$ cat src/rtl/piso_pkg.sv
// Shared types and helpers for the parallel-in serial-out transmitter.
package piso_pkg;

   localparam int unsigned MAX_WIDTH = 32;

   typedef enum logic [1:0] {
      IDLE   = 2'd0,
      SHIFT  = 2'd1,
      PARITY = 2'd2
   } state_t;

   // Even parity of a word, zero-extended to MAX_WIDTH by the caller.
   function automatic logic word_parity(input logic [MAX_WIDTH-1:0] word);
      return ^word;
   endfunction

endpackage

$ cat src/rtl/bit_counter.sv
// Counts presented frame bits; last flags the bit index WIDTH-1.
module bit_counter
   import piso_pkg::*;
#(
   parameter int unsigned WIDTH = 4
) (
   input  logic                       clk,
   input  logic                       reset,
   input  logic                       clear,
   input  logic                       inc,
   output logic [$clog2(WIDTH)-1:0]   count,
   output logic                       last
);

   localparam int unsigned CW = $clog2(WIDTH);

   // clear wins over inc so a new frame always starts at bit 0
   always_ff @(posedge clk) begin
      if (reset) begin
         count <= '0;
      end else if (clear) begin
         count <= '0;
      end else if (inc) begin
         count <= count + CW'(1);
      end
   end

   assign last = (count == CW'(WIDTH - 1));

endmodule

$ cat src/rtl/piso_shift_tx.sv
// LSB-first parallel-to-serial transmitter with ready/valid load handshake.
// Define PISO_SHIFT_TX_PARITY_EN to append an even-parity bit to every frame.
module piso_shift_tx
   import piso_pkg::*;
#(
   parameter int unsigned WIDTH = 4
) (
   input  logic               clk,
   input  logic               reset,
   input  logic               load_valid,
   output logic               load_ready,
   input  logic [WIDTH-1:0]   load_data,
   output logic               sout,
   output logic               sout_valid,
   output logic               busy,
   output logic               done
);

   localparam int unsigned CW = $clog2(WIDTH);

   state_t             r_state;
   logic [WIDTH-1:0]   r_shreg;
   logic [CW-1:0]      w_count;
   logic               w_last;
   logic               w_xfer;
   logic               w_clear;
   logic               w_inc;
`ifdef PISO_SHIFT_TX_PARITY_EN
   logic               r_parity;
`else
   logic               w_next_last;
`endif

   assign w_xfer  = load_valid & load_ready;
   assign w_clear = w_xfer | (r_state == IDLE);
   assign w_inc   = (r_state == SHIFT) & ~w_last & ~w_xfer;
`ifndef PISO_SHIFT_TX_PARITY_EN
   assign w_next_last = (w_count == CW'(WIDTH - 2));
`endif

   bit_counter #(
      .WIDTH (WIDTH)
   ) u_bit_counter (
      .clk   (clk),
      .reset (reset),
      .clear (w_clear),
      .inc   (w_inc),
      .count (w_count),
      .last  (w_last)
   );

   // Outputs are registered and describe the cycle being entered, so done and
   // load_ready rise together with the final frame bit.
   always_ff @(posedge clk) begin
      if (reset) begin
         r_state    <= IDLE;
         r_shreg    <= '0;
         sout       <= 1'b0;
         sout_valid <= 1'b0;
         busy       <= 1'b0;
         done       <= 1'b0;
         load_ready <= 1'b0;
`ifdef PISO_SHIFT_TX_PARITY_EN
         r_parity   <= 1'b0;
`endif
      end else if (w_xfer) begin
         r_state    <= SHIFT;
         r_shreg    <= {1'b0, load_data[WIDTH-1:1]};
         sout       <= load_data[0];
         sout_valid <= 1'b1;
         busy       <= 1'b1;
         done       <= 1'b0;
         load_ready <= 1'b0;
`ifdef PISO_SHIFT_TX_PARITY_EN
         r_parity   <= word_parity(MAX_WIDTH'(load_data));
`endif
      end else begin
         case (r_state)
            SHIFT: begin
               if (w_last) begin
`ifdef PISO_SHIFT_TX_PARITY_EN
                  r_state    <= PARITY;
                  sout       <= r_parity;
                  sout_valid <= 1'b1;
                  busy       <= 1'b1;
                  done       <= 1'b1;
                  load_ready <= 1'b1;
`else
                  r_state    <= IDLE;
                  sout       <= 1'b0;
                  sout_valid <= 1'b0;
                  busy       <= 1'b0;
                  done       <= 1'b0;
                  load_ready <= 1'b1;
`endif
               end else begin
                  r_shreg    <= {1'b0, r_shreg[WIDTH-1:1]};
                  sout       <= r_shreg[0];
                  sout_valid <= 1'b1;
                  busy       <= 1'b1;
`ifdef PISO_SHIFT_TX_PARITY_EN
                  done       <= 1'b0;
                  load_ready <= 1'b0;
`else
                  done       <= w_next_last;
                  load_ready <= w_next_last;
`endif
               end
            end
            default: begin
               r_state    <= IDLE;
               sout       <= 1'b0;
               sout_valid <= 1'b0;
               busy       <= 1'b0;
               done       <= 1'b0;
               load_ready <= 1'b1;
            end
         endcase
      end
   end

endmodule

$ cat config.mk
export PLATFORM = sky130hd
export DESIGN_NAME = piso_shift_tx
export DESIGN_NICKNAME = d
export VERILOG_FILES = /design/src/rtl/piso_pkg.sv /design/src/rtl/bit_counter.sv /design/src/rtl/piso_shift_tx.sv
export SDC_FILE = /design/constraint.sdc
export NUM_CORES = 1
export LEC_CHECK = 0
export CAP_MARGIN = 10
export CORE_AREA = 8 8 45 47
export CTS_BUF_LIST = sky130_fd_sc_hd__clkbuf_2
export DETAILED_ROUTE_END_ITERATION = 8
export DIE_AREA = 0 0 53 55
export PLACE_DENSITY = 0.64
export SYNTH_ARGS = -nofsm -noshare
export SYNTH_HDL_FRONTEND = slang
export SYNTH_HIERARCHICAL = 1
export SYNTH_SLANG_ARGS = --single-unit
$ cat constraint.sdc
create_clock -name clk -period 1.2 [get_ports clk]
set_input_delay 0.24 -clock clk [delete_from_list [all_inputs] [get_ports clk]]
set_output_delay 0.24 -clock clk [all_outputs]
set_load 0.005 [all_outputs]
* Word level (Yosys, flattened, before mapping)
Cells that the tools add are included.
** Storage, ports and cells
- Output and inout port bits :: 5
- Flip-flop bits (word level) :: 10
- Input bits :: 7
- Logic and storage cells :: 39
** Cells by class
- Muxes and demuxes :: 14
- $add $sub $neg :: 1
- Equal/unequal tests :: 4
- Bitwise logic cells :: 7
- Reductions and logical operators :: 6
** Operators with widths (number)
- $mux W1 :: 11
- $mux W3 :: 3
- $eq A2 B2 Y1 const B :: 2
- $reduce_or A2 Y1 :: 2
- $reduce_or A4 Y1 :: 1
- $and A1 B1 Y1 :: 3
- $ne A3 B3 Y1 const B :: 1
- $not A1 Y1 :: 3
- $add A2 B1 Y2 const B :: 1
- $logic_not A2 Y1 :: 1
- $ne A2 B1 Y1 const B :: 1
- $reduce_and A2 Y1 :: 1
- $reduce_bool A2 Y1 :: 1
- $or A1 B1 Y1 :: 1

* Depth between registers and ports, before layout
Gate-level depths: netlist of the first run.
- Depth after elaboration :: 4
- Depth in mapped cells :: 5
- Depth with buffers taken out :: 5

* By module
The synthesis of the first run kept the hierarchy.
** By module, submodules not included
- piso_shift_tx :: area an instance 305.3 um^2, instances 1, cells an instance 35
- bit_counter :: area an instance 91.3 um^2, instances 1, cells an instance 7

* Worst setup path before layout of the first run
Ideal clock, no wire load.
- Kind :: register -> register
- From :: register u_bit_counter.count[0]
- To :: register u_bit_counter.count[1]
- Period minus slack after synthesis :: 1271 ps
- Buffers on the path :: 0
- Library setup time :: 116 ps
- Stages on the path, launching flop included :: 6
- Setup slack :: -71 ps
- Data required time :: 1084 ps
- Data arrival time :: 1154 ps
- Cells stage by stage :: dfxtp_1 > ha_1 > nand2b_2 > nor2_1 > mux2i_1 > nor3_2
** On the way
- Cells in the longest elaborated chain, start to end :: 4
- Elaborated cells on any way between the ends :: 5
** RTL lines
- start: declaration :: RTL line bit_counter.sv:11 : output logic [$clog2(WIDTH)-1:0] count,
- start signal: assignment :: RTL line bit_counter.sv:24 : count <= count + CW'(1);
- $eq A2 B2 Y1 :: RTL line bit_counter.sv:28 : assign last = (count == CW'(WIDTH - 1));
- via w_last :: RTL line piso_shift_tx.sv:24 : logic w_last;
- $not A1 Y1 :: RTL line piso_shift_tx.sv:36 : assign w_inc = (r_state == SHIFT) & ~w_last & ~w_xfer;
- $and A1 B1 Y1 (2 in a row) :: RTL line piso_shift_tx.sv:36
- via w_inc :: RTL line piso_shift_tx.sv:27 : logic w_inc;
The timed path passes the listed nets, and every way through them passes these cells.
A chain may end at the register's enable or synchronous reset.

* Final worst setup path of the first run
- From :: register u_bit_counter.count[1]
- To :: register u_bit_counter.count[1]
Same word-level chain as after synthesis.

==> impl_metrics.py, run 1 <==
metrics = {
    "worst_setup_path": {
        "required_ns": 1.35,
        "critPathLaunchType": "flop",
        "arrival_ns": 1.33,
        "cp_max_fo": 7,
        "crit_type": "reg2reg",
        "cp-end-kind": "flop",
    },
    "detailed_routing": {
        "drt_pass1_iterations": 4,
        "dr.first_iter.drc_count": 5,
        "vias": 352,
        "post-route-drc-count": 0,
        "routedWlPerCell_um": 11.16,
        "antenna_left": 0,
        "drt-total-wl_um": 837,
        "viasPerCell": 4.693,
    },
    "timing": {
        "period_needed_ns": 1.181,
        "hold_ws_ns": 0.4765,
        "rsz0062_at_grt": "true",
        "worst_slew_pin_slew_ns": 0.2796,
        "post-route-period-util_pct": 98.39,
        "setup_slack_ns": 0.01936,
        "setup_viol": 0,
        "max_freq_mhz": 847.0,
        "relSlewSlack_pct": 81.32,
        "fin_setup_tns_ns": 0,
        "fin_skew_ns": 0.007317,
        "slew_violations": 0,
        "finalHoldViolations": 0,
    },
    "clock_network": {
        "cts_hold_buf": 0,
        "cts_root_buf": "clkbuf_2",
        "clkTransAtPathRegs_ns": 0.10,
        "clock_latency_ns": 0.26,
        "clock_sinks": 10,
        "post_cts_buffers": 0,
        "cts_tree": "built",
        "cts_buffers": 3,
        "h-tree-depth": 1,
        "cts_buffer_depth": 2,
    },
    "synthesis": {
        "ys_seq_elements": 10,
        "syn_inst": 42,
        "ys_seq_area_share_pct": 50.47,
        "synthDistinctLibCells": 18,
        "muxShareOfSynthArea_pct": 2.524,
        "synth_xor_xnor_area_share_pct": 2.208,
        "synth_compound_area_share_pct": 11.36,
        "synth_fa_ha_area_share_pct": 3.155,
        "synth_top_family_by_area": "simple AND/OR/NAND/NOR gates",
        "synth_nets": 50,
        "syn_avg_cell_area_sq_um": 9.444,
        "syn_area_sq_um": 396.6,
        "synth-simple-area-share_pct": 27.44,
        "synth_area_leader_cell": "dfxtp_1",
        "synth.top_cell.area_share_pct": 50.47,
        "synth_area_leaders": "dfxtp_1 (50%), nand2_1 (7.6%), a21oi_1 (5.0%)",
        "yosysWarnings": 6,
    },
    "power_and_ir_drop": {
        "p_leak_nw": 0.2253,
        "power_density_mw_per_mm2": 1103,
        "vdd_drop_max_mv": 0.4075,
        "total_power_uw": 647.0,
    },
    "global_routing": {
        "grtUsageTotal_pct": 6.583,
        "grt_max_degree": 10,
        "grt_util_met3_pct": 3.476,
        "busiest_layer": "met2",
        "grt_pass1_wl_um": 1386,
        "grt_pass1_vias": 342,
        "antenna_found_initial": 0,
        "grt_use_met2_pct": 9.766,
        "met1_usage_pct": 6.452,
        "grt_overflow": 0,
    },
    "floorplanning": {
        "die_w_um": 53,
        "floorplan.die_area_sq_mm": 0.002915,
        "fp-row-count": 14,
        "io_pins": 12,
        "coreArea_sq_mm": 0.001384,
        "start_util_pct": 28.66,
        "die_h_um": 55,
    },
    "run_status": {
        "status": "finished, final reports clean",
    },
    "placement": {
        "dpl_worst_slack_ns": -0.1881,
        "placed_area_sq_um": 558.0,
        "place.gp.congestion": 0.7046,
        "post-dp-hpwl_um": 623.5,
        "placed_cells": 71,
        "portBuffers": 11,
    },
    "finish": {
        "final_cell_mix": "nand2_1 (8), dfxtp_1 (7), clkdlybuf4s50_1 (6), dlygate4sd2_1 (5)",
        "layout-drive-gt1-share_pct": 27.12,
        "final_area_sq_um": 586.8,
        "layout_commonest_cell": "nand2_1",
        "stdcell_count": 75,
        "fin_util_pct": 42.41,
        "area_growth_syn_to_layout_pct": 47.95,
        "diodes": 0,
        "layout.nets": 68,
    },
    "job": {
        "maxCapViolCount": 0,
    },
    "min_path": {
        "hold_class": "reg2reg",
    },
}
-- worst paths after layout --
check                         start                endpoint  cells after the start  slack [ns]
min                      r_shreg[0]                    sout                      2        0.48
max          u_bit_counter/count[1]  u_bit_counter/count[1]                      5        0.02
min reg2reg              r_shreg[0]                    sout                      2        0.48
max reg2reg  u_bit_counter/count[1]  u_bit_counter/count[1]                      5        0.02
-- cell families after synthesis --
logic type | after synthesis
mux | 1
fa+ha+maj | 1
xor+xnor | 1
compound gates | 7
flops | 10
buf+inv | 2
simple gates | 20
-- final cells by class --
type	instances	area, sq um
timing repair buffer	15	133.9
multi-input combinational	30	210.2
fill	147	797.0
sequential	10	203.9
clock buffer	3	15.01
clock inverter	1	3.754
tap	16	20.02
-- synthesized netlist by cell type, drive strengths merged --
library cell  number
nor3               2
nand3              2
nor4               1
xnor2              1
a21oi              4
nor2               3
mux2i              1
ha                 1
buf                1
a311oi             2
clkbuf             1
and2b              1
dfxtp             10
nand2              8
and2               1
nand2b             2
a211oi             1
-- power breakdown --
part / switching (mW) / leakage, nW / internal, mW / total (mW)
Combinational: 0.0440 / 0.128 / 0.0541 / 0.0980
Clock: 0.119 / 0.0140 / 0.0724 / 0.191
Sequential: 0.00910 / 0.0829 / 0.349 / 0.358
-- registers in the layout, summed over array words and instances, names as in the netlist --
| register | cells |
|---|---|
| r_state | 1 |
| load_ready | 1 |
| done | 1 |
| r_shreg | 3 |
| u_bit_counter/count | 2 |
| sout | 1 |
| busy | 1 |
-- critical path, stage by stage (launching register included) --
cell and delay, ns:
dfxtp_2 0.35, ha_4 0.15, nand2b_4 0.17, nor2_4 0.13, mux2i_1 0.22, nor3_2 0.05
-- routing by layer --
layer | wire length (um) | share of wire (%) | up-vias
met2 | 367 | 44 | 15
met3 | 94 | 11 | 4
met4 | 23 | 2.7 | 0
met5 | 0 | 0 | -
li1 | - | - | 178
met1 | 352 | 42 | 155
-- repair_timing --
| item | in CTS | in global routing |
|---|---|---|
| gates cloned | 0 | 0 |
| gates resized for setup | 6 | 4 |
| endpoints found under the setup margin | 5 | 3 |
| pin swaps | 0 | 1 |
(Power assumes the default switching activity.)
==> inputs of run 2 (changes only) <==
Settings changed: RECOVER_POWER from default to 100.
==> results of run 2 <==
Same layout as run 1: the final DEF is identical, and so are final timing and power.
==> inputs of run 3 (changes only) <==
Settings changed: DONT_BUFFER_PORTS from default to 1, PLACE_DENSITY 0.64 to 0.52.
==> impl_metrics.py, run 3 (synthesized netlist as in run 1, its figures left out) <==
metrics = {
    "run_status": {
        "status": "finished, final reports clean",
    },
    "timing": {
        "max_freq_mhz": 841.9,
        "rsz0062_at_grt": "true",
        "finalHoldViolations": 0,
        "post-route-period-util_pct": 98.98,
        "slew_violations": 0,
        "setup_viol": 0,
        "period_needed_ns": 1.188,
        "relSlewSlack_pct": 80.72,
        "worst_slew_pin_slew_ns": 0.2885,
        "fin_skew_ns": 0.01051,
    },
    "worst_setup_path": {
        "cp-end-kind": "flop",
        "crit_type": "reg2reg",
        "crit_path_top_delay_cell": "dfxtp_1",
        "arrival_ns": 1.36,
        "required_ns": 1.37,
        "cpPeakStageDelay_ns": 0.34,
        "critPathLaunchType": "flop",
        "cp_cell_sequence": "ha_2, nand2b_4, buf_4, nand2_1, a311oi_1",
        "cp_max_fo": 4,
    },
    "clock_network": {
        "h-tree-depth": 1,
        "clock_latency_ns": 0.25,
        "cts_tree": "built",
        "cts_root_buf": "clkbuf_2",
        "cts_buffers": 3,
        "cts_buffer_depth": 2,
        "clkTransAtPathRegs_ns": 0.11,
        "clock_sinks": 10,
    },
    "finish": {
        "layout_commonest_cell": "dfxtp_1",
        "layout-drive-gt1-share_pct": 32.69,
        "stdcell_count": 68,
        "reg_top3": "r_shreg x3, u_bit_counter/count x2",
        "final_cell_mix": "dfxtp_1 (9), nand2_1 (8), buf_4 (7), a21oi_1 (4), clkbuf_2 (3)",
        "final_area_sq_um": 503.0,
        "diodes": 0,
        "largest_reg_flops": 3,
        "layout.nets": 61,
        "largest_register": "r_shreg",
        "area_growth_syn_to_layout_pct": 26.81,
    },
    "detailed_routing": {
        "antenna_left": 0,
        "dr.first_iter.drc_count": 1,
        "drt-total-wl_um": 838,
        "vias": 315,
        "routedWlPerCell_um": 12.32,
        "viasPerCell": 4.632,
        "post-route-drc-count": 0,
        "drt_pass1_iterations": 3,
    },
    "placement": {
        "placed_cells": 60,
        "place.gp.congestion": 0.6665,
        "placed_area_sq_um": 447.9,
        "post-dp-hpwl_um": 586.6,
        "portBuffers": 0,
    },
    "global_routing": {
        "grt_pass1_wl_um": 1255,
        "grtUsageTotal_pct": 6.411,
        "grt_max_degree": 11,
        "grt_pass1_vias": 325,
        "antenna_found_initial": 0,
        "grt_overflow": 0,
    },
    "floorplanning": {
        "coreArea_sq_mm": 0.001384,
        "die_w_um": 53,
        "fp-row-count": 14,
        "io_pins": 12,
        "floorplan.die_area_sq_mm": 0.002915,
        "die_h_um": 55,
        "start_util_pct": 28.66,
    },
    "power_and_ir_drop": {
        "total_power_uw": 624.3,
        "p_leak_nw": 0.1809,
        "power_density_mw_per_mm2": 1241,
        "vdd_drop_max_mv": 0.3260,
    },
    "job": {
        "maxCapViolCount": 0,
    },
    "min_path": {
        "hold_class": "in2reg",
    },
}
## run 3: changes by cell type in the layout (fill, tap and decap cells not counted), moves of 2 or more
cell	delta
dfxtp_2	-2
buf_4	+3
dfxtp_1	+2
clkdlybuf4s50_1	-6
dlygate4sd2_1	-5
## run 3: worst max-delay path: cells and delay by family (launching register included)
kind	cells	cell delay (ns)
AOI/OAI and AO/OA	1	0.27
adders and majority gates	1	0.17
buffers and inverters	1	0.12
DFF	1	0.34
and+or+nand+nor	2	0.20
## run 3: layout make-up
cell class / count / area (sq um)
Multi-Input combinational cell: 30 / 200.2
Clock inverter: 1 / 3.754
Clock buffer: 3 / 15.01
Sequential cell: 10 / 201.4
Fill cell: 148 / 880.8
Tap cell: 16 / 20.02
Timing Repair Buffer: 8 / 62.56
## run 3: power breakdown
| group | leakage, nW | internal, mW | switching [mW] |
|---|---|---|---|
| Combinational | 0.0847 | 0.0376 | 0.0339 |
| Sequential | 0.0822 | 0.348 | 0.0118 |
| Clock | 0.0140 | 0.0724 | 0.120 |
| Total | 0.181 | 0.458 | 0.166 |
## run 3: final timing paths
kind,startpoint,endpoint,slack [ns],cells past startpoint
setup / recovery,u_bit_counter/count[1],r_shreg[0],0.01,5
hold / removal,reset,sout,0.04,1
setup reg to reg,u_bit_counter/count[1],r_shreg[0],0.01,5
hold reg to reg,r_shreg[2],r_shreg[2],0.48,2
## run 3: metrics by stage
stage	hold slack, ns	setup slack, ns	setup TNS (ns)	util [%]
CTS	0.01464	0.004084	0	33.73
detailed placement	0.3125	0.02196	0	32.37
global placement	0.3115	0.02648	0	32.37
floorplan	0.3109	0.06431	0	-
global route	0.001281	-0.04804	-0.07374	36.35
finish	0.03517	0.01221	0	36.35
## run 3: what timing repair did
action | 4_1_cts | 5_1_grt
setup buffers | 0 | 3
endpoints found under the hold margin | 0 | 1
endpoints found under the setup margin | 0 | 2
hold buffers | 0 | 1
resized for setup | 0 | 2
## run 3: routing by layer
| metal | global-route usage [%] | part of all wire [%] | wire length, um | vias up |
|---|---|---|---|---|
| met4 | 10.34 | 3.2 | 27 | 0 |
| met5 | 0 | 0 | 0 | - |
| li1 | - | - | - | 163 |
| met3 | 1.872 | 7.0 | 59 | 2 |
| met1 | 5.207 | 35 | 293 | 143 |
| met2 | 10.16 | 55 | 457 | 7 |
